--- src/rtl/thiele_fetch_queue.sv ---
// Instruction prefetch queue: issues sequential word fetches under a credit limit,
// buffers in-order responses with their fetch PCs, and flushes on redirect.
module thiele_fetch_queue #(
    parameter int unsigned DEPTH    = 4,
    parameter logic [31:0] RESET_PC = 32'h0
) (
    input  logic                       clk,
    input  logic                       rst,
    input  logic                       redirect,
    input  logic [31:0]                redirect_pc,
    output logic                       mem_req_valid,
    input  logic                       mem_req_ready,
    output logic [31:0]                mem_req_addr,
    input  logic                       mem_rsp_valid,
    input  logic [31:0]                mem_rsp_data,
    output logic                       instr_valid,
    input  logic                       instr_ready,
    output logic [31:0]                instr_data,
    output logic [31:0]                instr_pc,
    output logic [$clog2(DEPTH):0]     occupancy,
    output logic                       rsp_err
);
    localparam int unsigned AW = $clog2(DEPTH);
    localparam int unsigned CW = AW + 1;

    logic [31:0]   fetch_pc_q, fetch_pc_d;
    logic [CW-1:0] occ_q, occ_d;
    logic [CW-1:0] out_q, out_d;
    logic [31:0]   disc_q, disc_d;
    logic [AW-1:0] f_wr_q, f_wr_d, f_rd_q, f_rd_d;
    logic [AW-1:0] t_wr_q, t_wr_d, t_rd_q, t_rd_d;
    logic          rsp_err_q, rsp_err_d;

    logic [31:0]   fdata_q [DEPTH];
    logic [31:0]   fpc_q   [DEPTH];
    logic [31:0]   tag_q   [DEPTH];

    logic          credit_ok;
    logic          req_fire;
    logic          has_pending;
    logic          rsp_fire;
    logic          rsp_keep;
    logic          fifo_push;
    logic          fifo_pop;

    // Credit covers both buffered words and fetches still owed by memory.
    assign credit_ok     = ({1'b0, occ_q} + {1'b0, out_q}) < (CW+1)'(DEPTH);
    assign mem_req_valid = !rst && !redirect && credit_ok;
    assign req_fire      = mem_req_valid && mem_req_ready;
    assign has_pending   = (out_q != '0) || (disc_q != '0);
    assign rsp_fire      = mem_rsp_valid && has_pending;
    assign rsp_keep      = rsp_fire && (disc_q == '0);
    assign fifo_push     = rsp_keep && !redirect;
    assign fifo_pop      = instr_valid && instr_ready && !redirect;

    assign mem_req_addr  = fetch_pc_q;
    assign instr_valid   = (occ_q != '0);
    assign instr_data    = instr_valid ? fdata_q[f_rd_q] : '0;
    assign instr_pc      = instr_valid ? fpc_q[f_rd_q]   : '0;
    assign occupancy     = occ_q;
    assign rsp_err       = rsp_err_q;

    always_comb begin
        fetch_pc_d = fetch_pc_q;
        occ_d      = occ_q;
        out_d      = out_q;
        disc_d     = disc_q;
        f_wr_d     = f_wr_q;
        f_rd_d     = f_rd_q;
        t_wr_d     = t_wr_q;
        t_rd_d     = t_rd_q;
        rsp_err_d  = rsp_err_q | (mem_rsp_valid && !has_pending);

        if (redirect) begin
            // Everything owed by memory becomes discard; a response landing now is already consumed.
            fetch_pc_d = redirect_pc & ~32'h3;
            occ_d      = '0;
            out_d      = '0;
            disc_d     = disc_q + 32'(out_q) - (rsp_fire ? 32'd1 : 32'd0);
            f_wr_d     = '0;
            f_rd_d     = '0;
            t_wr_d     = '0;
            t_rd_d     = '0;
        end else begin
            if (req_fire) begin
                fetch_pc_d = fetch_pc_q + 32'd4;
                t_wr_d     = t_wr_q + AW'(1);
            end
            out_d = out_q + CW'(req_fire) - CW'(rsp_keep);
            if (rsp_fire && (disc_q != '0)) begin
                disc_d = disc_q - 32'd1;
            end
            if (fifo_push) begin
                t_rd_d = t_rd_q + AW'(1);
                f_wr_d = f_wr_q + AW'(1);
            end
            if (fifo_pop) begin
                f_rd_d = f_rd_q + AW'(1);
            end
            occ_d = occ_q + CW'(fifo_push) - CW'(fifo_pop);
        end
    end

    always_ff @(posedge clk or posedge rst) begin
        if (rst) begin
            fetch_pc_q <= RESET_PC;
            occ_q      <= '0;
            out_q      <= '0;
            disc_q     <= '0;
            f_wr_q     <= '0;
            f_rd_q     <= '0;
            t_wr_q     <= '0;
            t_rd_q     <= '0;
            rsp_err_q  <= 1'b0;
        end else begin
            fetch_pc_q <= fetch_pc_d;
            occ_q      <= occ_d;
            out_q      <= out_d;
            disc_q     <= disc_d;
            f_wr_q     <= f_wr_d;
            f_rd_q     <= f_rd_d;
            t_wr_q     <= t_wr_d;
            t_rd_q     <= t_rd_d;
            rsp_err_q  <= rsp_err_d;
        end
    end

    // Storage needs no reset: outputs are masked while the queue is empty.
    always_ff @(posedge clk) begin
        if (req_fire) begin
            tag_q[t_wr_q] <= fetch_pc_q;
        end
        if (fifo_push) begin
            fdata_q[f_wr_q] <= mem_rsp_data;
            fpc_q[f_wr_q]   <= tag_q[t_rd_q];
        end
    end
endmodule

--- config.mk ---
export PLATFORM = sky130hd
export DESIGN_NAME = thiele_fetch_queue
export DESIGN_NICKNAME = d
export VERILOG_FILES = /design/src/rtl/thiele_fetch_queue.sv
export SDC_FILE = /design/constraint.sdc
export NUM_CORES = 1
export LEC_CHECK = 0
export CAP_MARGIN = 40
export CORE_UTILIZATION = 59
export CTS_BUF_LIST = sky130_fd_sc_hd__clkbuf_4 sky130_fd_sc_hd__clkbuf_8
export CTS_CLUSTER_DIAMETER = 50
export CTS_CLUSTER_SIZE = 30
export DETAILED_ROUTE_END_ITERATION = 10
export DONT_BUFFER_PORTS = 1
export PLACE_DENSITY = 0.78
export REMOVE_ABC_BUFFERS = 1
export SETUP_SLACK_MARGIN = 0.02
export SLEW_MARGIN = 20
export SYNTH_ARGS = -nofsm -noshare
export SYNTH_HDL_FRONTEND = slang
export SYNTH_SLANG_ARGS = --single-unit
--- constraint.sdc ---
create_clock -name clk -period 9.7 [get_ports clk]
set_input_delay 1.94 -clock clk [delete_from_list [all_inputs] [get_ports clk]]
set_output_delay 1.94 -clock clk [all_outputs]
set_load 0.02 [all_outputs]
==> flow_summary_export.csv <==
group,metric,value,unit
clock_tree,cts_root_buf,"clkbuf_8",
power,cellLeakagePower,7.79,nW
timing,rsz0062_at_grt,"false",
clock_tree,clockBufferDepth,3,
power,ir_worst_vdd,0.231,mV
route,antenna_left,0,
final_layout,postLayoutCellArea,0.0221,mm^2
route,viasPerCell,6.18,
worst_setup_path,crit_family,"compound AO/OA/AOI/OAI gates",
clock_tree,htree_levels,2,
logic_synthesis,synth-edff-count,368,
route,wl_per_cell,22.2,um
placement,routabilityCongestion,0.892,
placement,pre_cts_ws,4240,ps
clock_tree,cts_buffers,37,
logic_synthesis,synthTopCellsByCount,"368 x edfxtp_1, 94 x inv_1, 92 x mux4_2",
floorplanning,die_h,188,um
job,maxCapViolations,0,
timing,fin_crit_sh,0.537,
final_layout,area_delta_synth_final,7.91,%
worst_setup_path,slowest_stage,"a311oi_2",
global_routing,grt_max_degree,115,
timing,max_slew_margin,0.456,
min_path,hold_start,"disc_q[1]",
timing,holdWs,597,ps
worst_setup_path,required,7760,ps
worst_setup_path,crit_type,"in -> out",
timing,finalHoldViolations,0,
logic_synthesis,ys_ff_latch,445,
logic_synthesis,netlist.area_leader.share,0.540,
min_path,hold_depth,2,
final_layout,regArea,0.0130,mm^2
logic_synthesis,netlist_area,0.0205,mm^2
worst_setup_path,crit_buf_inv,0,
logic_synthesis,post_synth_main_area_contributors,"edfxtp_1 54%, mux4_2 10%, dfrtp_1 9.4%",
floorplanning,start_util,0.605,
timing,skew,75.1,ps
worst_setup_path,critPathArrivalTime,3260,ps
clock_tree,cts_hold_buf,0,
route,wirelength,41800,um
timing,worstMarginPinSlew,816,ps
worst_setup_path,cp-start-kind,"input port",
clock_tree,post-cts-setup-buffers,0,
floorplanning,io_pins,172,
worst_setup_path,regToRegSetupSlack,4790,ps
worst_setup_path,r2r_cells,20,
worst_setup_path,slowest_delay,730,ps
logic_synthesis,synth_ff_type,"edfxtp_1",
final_layout,fillCellCount,2281,
placement,placed_area,0.0211,mm^2
global_routing,grt_pass1_vias,11700,
route,vias,11700,
timing,timing.fmax,0.192,GHz
logic_synthesis,syn_avg_cell_area,14.6,um^2
outcome,status,"completed",
clock_tree,tritoncts,"done",
route,route.detailed.drc,0,
logic_synthesis,yosys.area.top_type,"edfxtp_1",
worst_setup_path,endpoint_kind,"output port",
min_path,worstHoldPathType,"reg -> reg",
clock_tree,postCtsResizedCells,0,
floorplanning,core_area,0.0339,mm^2
floorplanning,dieArea,0.0355,mm^2
logic_synthesis,ys_warn_count,0,
timing,setup_tns,0,ps
logic_synthesis,yosysMostFrequentCell,"edfxtp_1",
logic_synthesis,ys_seq_area_frac,0.634,
timing,fin_ws,4500,ps
clock_tree,path_clk_slew,90,ps
timing,min_period,5200,ps
min_path,whs_endpoint,"disc_q[1]",
timing,setup_viol,0,
final_layout,drive_gt1_frac,0.134,
floorplanning,rows,67,
logic_synthesis,ys_types,62,
power,p_per_area,253,mW/mm^2
clock_tree,clock_latency,630,ps
logic_synthesis,syn_inst,1399,
worst_setup_path,cp_max_fo,114,
global_routing,track_usage,0.240,
floorplanning,die_w,188,um
worst_setup_path,reg2reg_from,"disc_q[21]",
final_layout,instances_no_fill,1887,
placement,dp.cells,1814,
global_routing,grt-ovfl-total,0,
final_layout,multi_input_area,0.00695,mm^2
timing,finalMaxSlewViolations,0,
clock_tree,cts.sinks,445,
final_layout,layout.nets,1571,
logic_synthesis,async_flop_share,0.173,
worst_setup_path,r2r-end,"disc_q[30]",
placement,port_buffers,0,
route,firstDrtPassIters,5,
route,first_iter_violations,1007,
global_routing,grt_pass1_wl,65500,um
placement,hpwlAfterDp,27100,um
worst_setup_path,crit_chain,"or4_1 -> a311oi_2",
global_routing,antenna_found_initial,3,
==> cells in the final DEF, fill, tap and decap left out, types with 15 or more instances in the layout <==
cell,count
a21oi_1,57
a31oi_1,15
and2_1,63
and3_1,25
clkbuf_8,39
dfrtp_1,74
edfxtp_1,368
ha_1,91
inv_1,93
mux4_2,92
nand2_1,83
nand3_1,26
nor2_1,69
nor3_1,18
o21ai_0,63
xnor2_1,49
==> logic make-up (layout without fill, tap and decap cells) <==
logic type                 Yosys count  count (layout)  synth area share
DFF                                445             445             0.634
and+or+nand+nor                    343             343            0.0844
AOI/OAI and AO/OA                  212             212            0.0666
buffers and inverters              149             182            0.0282
muxes                               97              97             0.104
adders and majority gates           94              94            0.0585
xor gates and xnor gates            58              58            0.0248
other                                1               8          0.000183
==> per-stage QoR <==
step            util  total power [mW]
3_3_place_gp   0.618              4.31
2_1_floorplan      -              3.95
3_5_place_dp   0.623              4.35
5_1_grt        0.652              5.94
4_1_cts        0.651              5.60
6_report       0.653              5.60
==> state kept, by name, indices dropped and copies added (netlist names) <==
| signal | cells |
|---|---|
| rsp_err | 1 |
| t_rd_q | 2 |
| out_q | 3 |
| f_wr_q | 2 |
| t_wr_q | 2 |
| f_rd_q | 2 |
| tag_q | 120 |
| occupancy | 3 |
| fpc_q | 120 |
| mem_req_addr | 30 |
| disc_q | 32 |
| fdata_q | 128 |
==> routing by layer <==
layer | up-vias | GRT usage | share of wire | routed length (um)
li1 | 5290 | - | - | -
met1 | 5896 | 0.301 | 0.39 | 16200
met2 | 405 | 0.414 | 0.51 | 21200
met3 | 65 | 0.0576 | 0.081 | 3380
met4 | 0 | 0.0754 | 0.025 | 1060
met5 | - | 0 | 0 | 0
==> layout make-up <==
type,instances,share of cell area
Timing Repair Buffer,20,0.0117
Sequential cell,445,0.588
Tap cell,448,0.0254
Clock buffer,41,0.0250
Clock inverter,26,0.0193
Antenna cell,4,0.000453
Inverter,95,0.0162
Multi-Input combinational cell,808,0.314
==> power by group <==
part	leakage [nW]	internal (mW)	switching, mW
registers	4.25	2.19	0.162
clock network	0.483	0.515	0.738
logic	3.06	0.800	1.19
==> worst max path at each step <==
stage                             start            end  cells after the start
after floorplan               f_rd_q[0]  instr_data[0]                      2
after global placement    mem_rsp_valid     disc_q[30]                     16
after detailed placement  mem_rsp_valid     disc_q[30]                     16
after CTS                     f_rd_q[0]   instr_pc[20]                      3
after global routing         disc_q[21]     disc_q[30]                     20
final                          redirect  mem_req_valid                      2
No activity file was read; power rests on OpenSTA's default activity.
